`src/rtl/fpu_arb_pkg.sv`:
```
// Shared types and constants for the fadd arbiter.
//   FLEN      : operand/result width
//   N_REQ_DEF : default requester count
//   IDW       : requester id width, sized for the largest legal N_REQ
//   fpu_tag_t : {valid, id} tag carried alongside each operation
package fpu_arb_pkg;

    localparam int unsigned FLEN      = 32;
    localparam int unsigned N_REQ_DEF = 4;
    localparam int unsigned N_REQ_MAX = 8;

    // Id width for n requesters, never below one bit.
    function automatic int unsigned id_width(input int unsigned n);
        int unsigned w;
        w = 1;
        if (n > 2) begin
            w = 32'($clog2(n));
        end
        return w;
    endfunction

    // One tag type serves every configuration up to N_REQ_MAX.
    localparam int unsigned IDW = id_width(N_REQ_MAX);

    typedef struct packed {
        logic           valid;
        logic [IDW-1:0] id;
    } fpu_tag_t;

endpackage

```
`src/rtl/fadd_arbiter_rr_pick.sv`:
```
// Combinational round-robin selector.
//   elig  : eligible requesters
//   ptr   : highest-priority position for this cycle
//   grant : one-hot grant (zero when nothing is eligible)
//   idx   : index of the granted requester (zero when no grant)
module rr_pick
    import fpu_arb_pkg::*;
#(
    parameter int unsigned N_REQ = N_REQ_DEF
) (
    input  logic [N_REQ-1:0] elig,
    input  logic [IDW-1:0]   ptr,
    output logic [N_REQ-1:0] grant,
    output logic [IDW-1:0]   idx
);

    int unsigned cand;
    logic        found;

    // Scan positions ptr, ptr+1, ... modulo N_REQ and take the first eligible one.
    always_comb begin
        grant = '0;
        idx   = '0;
        found = 1'b0;
        cand  = 0;
        for (int unsigned k = 0; k < N_REQ; k++) begin
            cand = (32'(ptr) + k) % N_REQ;
            for (int unsigned i = 0; i < N_REQ; i++) begin
                if (!found && (cand == i) && elig[i]) begin
                    grant[i] = 1'b1;
                    idx      = IDW'(i);
                    found    = 1'b1;
                end
            end
        end
    end

endmodule

```
`src/rtl/fadd_arbiter.sv`:
```
// Shares one external fadd unit among N_REQ requesters.
//   clk, rstn          : clock, asynchronous active-low reset
//   req_valid/ready    : per-requester operation handshake (ready is a one-hot grant)
//   req_x1, req_x2     : packed operands, requester i at [32i+31:32i]
//   fadd_x1, fadd_x2   : registered operands to the shared adder (zero when idle)
//   fadd_y             : adder result, valid LAT cycles after operands
//   rsp_valid/ready    : per-requester result handshake
//   rsp_y              : packed per-requester result registers
module fadd_arbiter
    import fpu_arb_pkg::*;
#(
    parameter int unsigned N_REQ = N_REQ_DEF,
    parameter int unsigned LAT   = 1
) (
    input  logic                    clk,
    input  logic                    rstn,
    input  logic [N_REQ-1:0]        req_valid,
    input  logic [N_REQ*FLEN-1:0]   req_x1,
    input  logic [N_REQ*FLEN-1:0]   req_x2,
    output logic [N_REQ-1:0]        req_ready,
    output logic [FLEN-1:0]         fadd_x1,
    output logic [FLEN-1:0]         fadd_x2,
    input  logic [FLEN-1:0]         fadd_y,
    output logic [N_REQ-1:0]        rsp_valid,
    output logic [N_REQ*FLEN-1:0]   rsp_y,
    input  logic [N_REQ-1:0]        rsp_ready
);

    logic [N_REQ-1:0]      pending;
    logic [N_REQ-1:0]      pending_d;
    logic [IDW-1:0]        ptr;
    logic [IDW-1:0]        ptr_d;
    fpu_tag_t              tag   [0:LAT];
    fpu_tag_t              tag_d [0:LAT];
    logic [FLEN-1:0]       x1_d;
    logic [FLEN-1:0]       x2_d;
    logic [N_REQ-1:0]      rsp_valid_d;
    logic [N_REQ*FLEN-1:0] rsp_y_d;

    logic [N_REQ-1:0]      drain;
    logic [N_REQ-1:0]      elig;
    logic [N_REQ-1:0]      pick_grant;
    logic [IDW-1:0]        pick_idx;
    logic                  granted;

    // A slot that empties this cycle may take a new operation on the same edge.
    assign drain = rsp_valid & rsp_ready;
    assign elig  = req_valid & (~pending | drain);

    rr_pick #(
        .N_REQ (N_REQ)
    ) u_pick (
        .elig  (elig),
        .ptr   (ptr),
        .grant (pick_grant),
        .idx   (pick_idx)
    );

    // No grants while reset is held, even though the pick logic sees cleared state.
    assign req_ready = rstn ? pick_grant : '0;
    assign granted   = |req_ready;

    // Next-state: operand mux, pointer, pending flags, tag shift, result capture.
    always_comb begin
        pending_d   = pending;
        ptr_d       = ptr;
        x1_d        = '0;
        x2_d        = '0;
        rsp_valid_d = rsp_valid;
        rsp_y_d     = rsp_y;
        for (int unsigned k = 0; k <= LAT; k++) begin
            tag_d[k] = '0;
        end

        for (int unsigned i = 0; i < N_REQ; i++) begin
            if (req_ready[i]) begin
                x1_d = req_x1[i*FLEN +: FLEN];
                x2_d = req_x2[i*FLEN +: FLEN];
            end
        end

        if (granted) begin
            ptr_d = (pick_idx == IDW'(N_REQ - 1)) ? '0 : pick_idx + IDW'(1);
        end

        // A grant on the drain edge re-arms the flag.
        for (int unsigned i = 0; i < N_REQ; i++) begin
            if (req_ready[i]) begin
                pending_d[i] = 1'b1;
            end else if (drain[i]) begin
                pending_d[i] = 1'b0;
            end
        end

        tag_d[0] = '{valid: granted, id: pick_idx};
        for (int unsigned k = 1; k <= LAT; k++) begin
            tag_d[k] = tag[k-1];
        end

        // One outstanding op per requester: the target slot is free or draining now.
        for (int unsigned i = 0; i < N_REQ; i++) begin
            if (tag[LAT].valid && (tag[LAT].id == IDW'(i))) begin
                rsp_valid_d[i]            = 1'b1;
                rsp_y_d[i*FLEN +: FLEN]   = fadd_y;
            end else if (drain[i]) begin
                rsp_valid_d[i] = 1'b0;
            end
        end
    end

    // State and output registers.
    always_ff @(posedge clk or negedge rstn) begin
        if (!rstn) begin
            pending   <= '0;
            ptr       <= '0;
            fadd_x1   <= '0;
            fadd_x2   <= '0;
            rsp_valid <= '0;
            rsp_y     <= '0;
            for (int unsigned k = 0; k <= LAT; k++) begin
                tag[k] <= '0;
            end
        end else begin
            pending   <= pending_d;
            ptr       <= ptr_d;
            fadd_x1   <= x1_d;
            fadd_x2   <= x2_d;
            rsp_valid <= rsp_valid_d;
            rsp_y     <= rsp_y_d;
            for (int unsigned k = 0; k <= LAT; k++) begin
                tag[k] <= tag_d[k];
            end
        end
    end

endmodule

```
`config.mk`:
```
export PLATFORM = sky130hd
export DESIGN_NAME = fadd_arbiter
export DESIGN_NICKNAME = d
export VERILOG_FILES = /design/src/rtl/fpu_arb_pkg.sv /design/src/rtl/fadd_arbiter_rr_pick.sv /design/src/rtl/fadd_arbiter.sv
export SDC_FILE = /design/constraint.sdc
export NUM_CORES = 1
export LEC_CHECK = 0
export CAP_MARGIN = 20
export CELL_PAD_IN_SITES_DETAIL_PLACEMENT = 1
export CELL_PAD_IN_SITES_GLOBAL_PLACEMENT = 1
export CORE_AREA = 2 2 191 193
export DETAILED_ROUTE_END_ITERATION = 16
export DIE_AREA = 0 0 193 195
export PLACE_DENSITY_LB_ADDON = 0.1
export REMOVE_ABC_BUFFERS = 1
export SLEW_MARGIN = 20
export SYNTH_ARGS = -nofsm -noshare
export SYNTH_HDL_FRONTEND = slang
export SYNTH_SLANG_ARGS = --single-unit
```
`constraint.sdc`:
```
create_clock -name clk -period 2.9 [get_ports clk]
set_input_delay 0.29 -clock clk [delete_from_list [all_inputs] [get_ports clk]]
set_output_delay 0.29 -clock clk [all_outputs]
set_load 0.005 [all_outputs]
```
==> results of run 1 <==
## per-layer routing
metal | vias to the layer above | share of wire (%)
met4 | 8 | 1.9
met3 | 52 | 9.9
met2 | 343 | 51
li1 | 3877 | -
met5 | - | 0.13
met1 | 4338 | 37
## kinds of logic after synthesis
logic type / count (synthesis) / synth area share, %
DFF: 208 / 57.1
buffers and inverters: 79 / 4.25
and+or+nand+nor: 91 / 4.27
muxes: 128 / 15.8
AOI/OAI and AO/OA: 284 / 18.6
## registers in the layout, summed over array words and instances (netlist names)
name       count
rsp_y        128
fadd_x1       32
fadd_x2       32
tag            6
pending        4
rsp_valid      4
ptr            2
## power by group
| part | internal (mW) | switching, mW |
|---|---|---|
| sequential | 4.27 | 0.642 |
| clock | 2.09 | 1.29 |
| combinational | 4.14 | 2.98 |
## per-stage QoR
step,area (um^2),power [mW]
floorplan,8770,7.58
global placement,14600,12.0
detailed placement,14600,12.1
CTS,15500,15.6
global route,15600,16.4
finish,15600,15.4
## worst max-delay path: cells and delay by family, from the launching register on
family | cells | cell delay (ps)
simple gates | 2 | 210
flops | 1 | 440
buf+inv | 2 | 650
compound gates | 3 | 680
## worst paths after layout
path                       slack (ps)      endpoint          from  cells after the start
min in group clk                  320   fadd_x1[14]    req_x1[14]                      3
max reg2reg                       570   fadd_x2[25]    pending[0]                      7
max                                90  req_ready[2]  rsp_valid[0]                      7
min reg2reg                       350        tag[1]        tag[5]                      0
max in group asynchronous        1600     rsp_y[56]          rstn                      3
min                               280    pending[1]          rstn                      2
## cells in the final DEF (no fill, tap or decap), drive strengths merged, types with 10 or more instances in the layout
master	Yosys	routed
o21ai	133	133
mux2	128	128
nand2	66	66
diode	0	15
inv	10	11
buf	37	21
dfrtp	208	208
a31oi	128	128
clkbuf	32	40
clkdlybuf4s50	0	496
nor2	10	10
## area by class of cell
class / count / area, um^2
Fill cell: 3865 / 19800
Timing Repair Buffer: 518 / 5230
Sequential cell: 208 / 5210
Multi-Input combinational cell: 503 / 3600
Clock buffer: 40 / 805
Tap cell: 461 / 577
Clock inverter: 8 / 101
Inverter: 10 / 37.5
Antenna cell: 15 / 37.5
## repair_timing
action | 4_1_cts | 5_1_grt
buffers inserted | 0 | 3
pin swaps | 1 | 3
hold buffers | 1 | 0
setup endpoints to repair | 2 | 3
gates cloned | 0 | 0
gates resized for setup | 1 | 7
hold endpoints to repair | 32 | 0
==> results.py, run 1 <==
metrics = {
    "sta": {
        "clock_skew_ps": 22.4,
        "relSlewSlack_pct": 50.4,
        "slew_violations": 0,
        "setup_slack_ps": 91.4,
        "tightest_slew_ps": 743,
        "hold_viol_final": 0,
        "period_needed_ps": 2810,
        "whs_ps": 282,
        "period_share_pct": 96.8,
        "max_freq_ghz": 0.356,
        "setup_viol": 0,
        "tns_ps": 0,
        "rsz0062_at_grt": "false",
    },
    "floorplanning": {
        "num_rows": 69,
        "io_pins": 498,
        "die_x_um": 193,
        "die_area_mm2": 0.0376,
        "core_area_mm2": 0.0354,
        "die_y_um": 195,
        "start_util_pct": 25.8,
    },
    "layout": {
        "layout.core_utilization_pct": 44.0,
        "final_nets": 1565,
        "drive_gt1_share_pct": 16.8,
        "final_cells": 1763,
        "synthToLayoutAreaGrowth_pct": 71.0,
    },
    "placement": {
        "pre_cts_slack_ps": 250,
        "dp_hpwl_mm": 28.7,
        "dp.cells": 1696,
        "numPortBuffers": 497,
        "place.gp.congestion": 0.800,
    },
    "grt": {
        "use_met2_pct": 36.7,
        "track_usage_pct": 20.6,
        "grt_use_met3_pct": 7.69,
        "use_met1_pct": 22.4,
        "grt_first_pass_wirelength_mm": 58.8,
        "grt_overflow_total": 0,
        "grt_antenna_before_repair": 18,
        "grt_most_used_layer": "met2",
        "grt_max_degree": 119,
        "grt_pass1_vias": 9510,
    },
    "detailed_routing": {
        "drc_errors": 0,
        "wirelength_mm": 40.3,
        "drt_iter0_drc": 283,
        "routedWlPerCell_um": 22.9,
        "drt_first_pass_iters": 4,
        "vias": 8618,
        "ant_nets": 0,
        "viasPerCell": 4.89,
    },
    "worst_setup_path": {
        "arrival_ps": 2520,
        "slowest_stage": "clkdlybuf4s50_1",
        "critPathMaxFanout": 4,
        "critPathKind": "reg -> out",
        "startpoint_type": "register",
        "endpoint_kind": "output port",
        "path_cells": "a21boi_4 -> buf_4 -> o21bai_2 -> a2111oi_4 -> nor2_2 -> nor2_1 -> clkdlybuf4s50_1",
        "worstPathRequired_ps": 2610,
        "critPathMaxStageDelay_ps": 510,
    },
    "run_status": {
        "outcome": "finished clean",
    },
    "clocking": {
        "cts_tree": "done",
        "worst_skew_pair.late_latency_ps": 530,
        "cts_max_path_buffers": 3,
        "clk_pin_slew_ps": 60,
        "numClockSinks": 208,
        "cts-buffers-inserted": 26,
        "cts_max_level": 1,
        "cts-root-buf": "clkbuf_16",
    },
    "job": {
        "maxCapViolations": 0,
    },
    "synth": {
        "yosys_warnings": 0,
        "synth_top_flop_cell": "dfrtp_1",
        "yosysMostFrequentCell": "dfrtp_1",
        "syn_area_mm2": 0.00912,
        "yosysTopAreaCellShare_pct": 57.1,
        "synth.distinct_cells": 42,
        "synth_edf_count": 0,
        "synth_area_leaders": "dfrtp_1 (57%), mux2_2 (16%), a31oi_1 (8.8%)",
        "seq_area_frac_synth_pct": 57.1,
        "synth_top_area_cell": "dfrtp_1",
        "syn-instance-count": 790,
        "synth-seq-cells": 208,
        "synth-async-reset-ratio_pct": 100,
        "yosys-top-cells-count": "dfrtp_1 (208), a31oi_1 (128), mux2_2 (128)",
        "post_synth.cell_area_avg_um2": 11.5,
    },
    "power": {
        "power_leakage_nw": 6.10,
        "irDropWorstVdd_uv": 539,
        "power.density_mw_per_mm2": 988,
    },
    "worst_hold_path": {
        "min_path_type": "in -> async",
    },
}
(Power assumes the default switching activity.)
==> inputs of run 2 (changes only) <==
--- a/config.mk
+++ b/config.mk
@@ -8,9 +8,9 @@
 export CAP_MARGIN = 20
 export CELL_PAD_IN_SITES_DETAIL_PLACEMENT = 1
 export CELL_PAD_IN_SITES_GLOBAL_PLACEMENT = 1
-export CORE_AREA = 2 2 191 193
+export CORE_AREA = 2 2 194 196
 export DETAILED_ROUTE_END_ITERATION = 16
-export DIE_AREA = 0 0 193 195
+export DIE_AREA = 0 0 196 198
 export PLACE_DENSITY_LB_ADDON = 0.1
 export REMOVE_ABC_BUFFERS = 1
 export SLEW_MARGIN = 20
==> results.py, run 2 (same netlist as run 1, synthesis figures left out) <==
metrics = {
    "worst_setup_path": {
        "critPathKind": "reg -> out",
        "critPathMaxFanout": 5,
        "startpoint_type": "register",
        "endpoint_kind": "output port",
        "worstPathRequired_ps": 2610,
        "arrival_ps": 2540,
    },
    "sta": {
        "tightest_slew_ps": 714,
        "slew_violations": 0,
        "rsz0062_at_grt": "true",
        "hold_viol_final": 0,
        "clock_skew_ps": 16.8,
        "period_share_pct": 97.8,
        "relSlewSlack_pct": 52.4,
        "setup_viol": 0,
        "max_freq_ghz": 0.353,
        "whs_ps": 194,
        "setup_slack_ps": 65.1,
        "period_needed_ps": 2830,
    },
    "detailed_routing": {
        "drc_errors": 0,
        "top_layer_used": "met5",
        "wirelength_mm": 39.9,
        "viasPerCell": 4.80,
        "vias": 8464,
        "routedWlPerCell_um": 22.6,
        "wl_met2_mm": 19.4,
        "drt_iter0_drc": 316,
        "m1WireLength_mm": 16.1,
        "met3_length_mm": 3.46,
        "ant_nets": 0,
        "drt_first_pass_iters": 4,
    },
    "power": {
        "irDropWorstVdd_uv": 434,
        "power.density_mw_per_mm2": 982,
        "power_leakage_nw": 6.07,
    },
    "clocking": {
        "clk_pin_slew_ps": 60,
        "cts_max_level": 1,
        "cts-buffers-inserted": 26,
        "cts_tree": "done",
        "numClockSinks": 208,
        "cts-root-buf": "clkbuf_16",
        "worst_skew_pair.late_latency_ps": 540,
        "cts_max_path_buffers": 3,
    },
    "layout": {
        "final_cell_mix": "clkdlybuf4s50_1 (496), dfrtp_1 (207), a31oi_1 (128), mux2_2 (128), o21ai_0 (101)",
        "final_common_cell": "clkdlybuf4s50_1",
        "drive_gt1_share_pct": 16.3,
        "top_register": "rsp_y",
        "final_nets": 1561,
        "synthToLayoutAreaGrowth_pct": 70.1,
        "reg_top3": "rsp_y x128, fadd_x1 x32, fadd_x2 x32",
        "largest_reg_flops": 128,
    },
    "floorplanning": {
        "die_x_um": 196,
        "io_pins": 498,
        "core_area_mm2": 0.0370,
        "num_rows": 71,
        "die_area_mm2": 0.0388,
        "die_y_um": 198,
        "start_util_pct": 24.7,
    },
    "job": {
        "maxCapViolations": 0,
    },
    "grt": {
        "track_usage_pct": 19.6,
        "grt_max_degree": 120,
        "grt_pass1_vias": 9072,
        "grt_overflow_total": 0,
        "grt_first_pass_wirelength_mm": 57.8,
        "grt_antenna_before_repair": 10,
    },
    "placement": {
        "numPortBuffers": 497,
        "place.gp.congestion": 0.774,
        "dp_hpwl_mm": 27.7,
        "pre_cts_slack_ps": 155,
    },
    "worst_hold_path": {
        "min_path_type": "in -> async",
    },
    "run_status": {
        "outcome": "finished clean",
    },
}
[run 2: cell types whose count changed in the layout (fill, tap and decap cells not counted), sizes merged]
cell	change
clkinv	+6
buf	-4
inv	-1
clkbuf	-4
bufinv	-1
clkinvlp	-2
diode	-6
[run 2: where the power goes]
part / switching [mW] / internal (mW)
Clock: 1.29 / 1.90
Sequential: 0.648 / 4.27
Combinational: 3.00 / 4.12
[run 2: worst paths after layout]
check	endpoint	from	cells after the start	slack, ps
setup / recovery	req_ready[2]	rsp_valid[0]	6	70
hold / removal	pending[1]	rstn	2	190
hold reg to reg	tag[1]	tag[5]	0	350
min in group clk	fadd_x2[21]	req_x2[21]	3	310
setup reg to reg	fadd_x1[29]	rsp_valid[0]	7	670
max in group asynchronous	rsp_y[69]	rstn	4	1620
[run 2: metal layers]
layer  track usage [%]  vias up
met3              6.95       57
met1              23.1     4207
li1                  -     3877
met4              6.48        2
met5                 0        -
met2              33.4      321
[run 2: per-stage QoR]
stage	cell area, um^2	power [mW]	setup TNS [ps]	std cells	util [%]
after floorplan	8770	7.58	-84840	721	-
after detailed placement	14600	12.1	0	1707	39.5
after global placement	14600	12.0	0	1707	39.5
after global routing	15500	16.2	-47.8	1762	41.9
final	15500	15.2	0	1764	42.0
after CTS	15500	15.5	0	1755	41.9
[run 2: cell type report]
class                      instances  area (um^2)
clock buffer                      36          759
multi-input combinational        503         3590
sequential                       208         5210
clock inverter                    10         75.1
fill                            4020        21400
tap                              474          593
timing repair buffer             514         5220
antenna                            9         22.5
inverter                          10         37.5
[run 2: what timing repair did]
| action | CTS | global route |
|---|---|---|
| pin swaps | 3 | 1 |
| hold buffers | 1 | 0 |
| setup endpoints to repair | 1 | 2 |
| gates resized for setup | 4 | 1 |
| endpoints found under the hold margin | 15 | 0 |
| setup buffers | 1 | 0 |
[run 2: critical path, cell delays in order (launching register included)]
cell and delay [ps]:
dfrtp_1 440, a21boi_4 220, o22ai_1 160, a2111oi_4 400, nor2_1 120, nor2_2 150
clkdlybuf4s50_1 510
==> inputs of run 3 (changes only) <==
--- a/config.mk
+++ b/config.mk
@@ -11,7 +11,7 @@
 export CORE_AREA = 2 2 194 196
 export DETAILED_ROUTE_END_ITERATION = 16
 export DIE_AREA = 0 0 196 198
-export PLACE_DENSITY_LB_ADDON = 0.1
+export PLACE_DENSITY = 0.79
 export REMOVE_ABC_BUFFERS = 1
 export SLEW_MARGIN = 20
 export SYNTH_ARGS = -nofsm -noshare
==> results.py, run 3 (same netlist as run 1, synthesis figures left out) <==
metrics = {
    "run_status": {
        "outcome": "finished clean",
    },
    "floorplanning": {
        "io_pins": 498,
        "num_rows": 71,
        "start_util_pct": 24.7,
        "die_y_um": 198,
        "core_area_mm2": 0.0370,
        "die_x_um": 196,
        "die_area_mm2": 0.0388,
    },
    "sta": {
        "clock_skew_ps": 11.3,
        "tns_ps": 0,
        "setup_viol": 0,
        "hold_viol_final": 0,
        "whs_ps": 312,
        "period_share_pct": 96.6,
        "relSlewSlack_pct": 33.8,
        "slew_violations": 0,
        "rsz0062_at_grt": "true",
        "max_freq_ghz": 0.357,
        "setup_slack_ps": 98.6,
        "tightest_slew_ps": 989,
        "period_needed_ps": 2800,
    },
    "worst_setup_path": {
        "slowest_stage": "dfrtp_1",
        "endpoint_kind": "output port",
        "critPathKind": "reg -> out",
        "worst-path-buf-inv": 1,
        "critPathMaxStageDelay_ps": 570,
        "worstPathRequired_ps": 2610,
        "startpoint_type": "register",
        "path_cells": "nor2_1 -> o311ai_1 -> a21oi_4 -> and2_1 -> clkdlybuf4s50_1",
        "crit_family": "compound AO/OA/AOI/OAI gates",
        "arrival_ps": 2510,
        "critPathMaxFanout": 10,
    },
    "detailed_routing": {
        "drt_iter0_drc": 203,
        "viasPerCell": 4.96,
        "drt_first_pass_iters": 4,
        "drc_errors": 0,
        "wirelength_mm": 38.5,
        "vias": 8720,
        "routedWlPerCell_um": 21.9,
        "ant_nets": 0,
    },
    "clocking": {
        "cts-buffers-inserted": 24,
        "clk_pin_slew_ps": 60,
        "cts_max_path_buffers": 3,
        "worst_skew_pair.late_latency_ps": 530,
        "numClockSinks": 208,
        "cts-root-buf": "clkbuf_16",
        "cts_tree": "done",
        "cts_max_level": 1,
    },
    "layout": {
        "regArea_mm2": 0.00521,
        "final_cell_mix": "clkdlybuf4s50_1 (496), dfrtp_1 (207), a31oi_1 (128), mux2_2 (128), o21ai_0 (101)",
        "final_common_cell": "clkdlybuf4s50_1",
        "drive_gt1_share_pct": 16.5,
        "synthToLayoutAreaGrowth_pct": 69.9,
        "top_register": "rsp_y",
        "fillers": 4026,
        "final_nets": 1562,
        "largest_reg_flops": 128,
        "reg_top3": "rsp_y x128, fadd_x1 x32, fadd_x2 x32",
        "multiInputGateArea_mm2": 0.00361,
    },
    "power": {
        "power.density_mw_per_mm2": 987,
        "power_leakage_nw": 6.07,
        "irDropWorstVdd_uv": 537,
    },
    "placement": {
        "place.gp.congestion": 0.824,
        "pre_cts_slack_ps": 173,
        "numPortBuffers": 497,
        "dp_hpwl_mm": 27.4,
    },
    "job": {
        "maxCapViolations": 0,
    },
    "grt": {
        "grt_pass1_vias": 9543,
        "grt_antenna_before_repair": 2,
        "grt_max_degree": 105,
        "grt_first_pass_wirelength_mm": 57.3,
        "track_usage_pct": 19.1,
        "grt_overflow_total": 0,
    },
    "worst_hold_path": {
        "min_path_type": "in -> reg",
    },
}
-- run 3: worst paths after layout --
kind / to / slack (ps) / cells past startpoint / startpoint
min in group asynchronous: pending[0] / 320 / 2 / rstn
max reg2reg: fadd_x2[2] / 620 / 5 / ptr[1]
max in group asynchronous: rsp_y[75] / 1210 / 4 / rstn
min reg2reg: tag[1] / 350 / 0 / tag[5]
max: req_ready[0] / 100 / 5 / ptr[1]
min: fadd_x2[31] / 310 / 3 / req_x2[31]
-- run 3: timing repair --
action / 4_1_cts / 5_1_grt
resized for setup: 3 / 5
endpoints found under the setup margin: 2 / 2
buffers inserted: 1 / 2
hold buffers: 1 / 0
hold endpoints to repair: 34 / 0
pin swaps: 2 / 2
-- run 3: layout make-up --
type | count | area share, %
clock buffer | 32 | 4.39
clock inverter | 11 | 0.767
tap | 474 | 3.83
antenna | 2 | 0.0323
sequential | 208 | 33.6
inverter | 10 | 0.242
timing repair buffer | 517 | 33.9
multi-input combinational | 503 | 23.3
-- run 3: power breakdown --
part	internal [mW]	total, mW	leakage (nW)	switching [mW]
Combinational	4.17	7.20	3.13	3.03
Sequential	4.28	5.02	2.54	0.741
Clock	1.82	3.08	0.398	1.25
-- run 3: routing by layer --
layer	up-vias	global-route usage, %	part of all wire [%]
met5	-	0	0
met4	0	7.86	4.4
met3	90	6.59	8.7
met2	402	34.1	50
met1	4358	20.8	37
li1	3870	-	-
-- run 3: worst reg2reg max path: cells and delay by family (launching register included) --
kind | cells | cell delay (ps)
compound gates | 2 | 560
buf+inv | 1 | 540
flops | 1 | 570
simple gates | 2 | 520
-- run 3: through the flow --
stage          area (um^2)  power [mW]  utilization [%]  cells
6_report             15500        15.3             41.9   1757
5_1_grt              15500        16.2             41.9   1757
4_1_cts              15400        15.5             41.8   1753
3_5_place_dp         14600        12.2             39.6   1708
3_3_place_gp         14600        11.9             39.6   1708
2_1_floorplan         8770        7.58                -    721
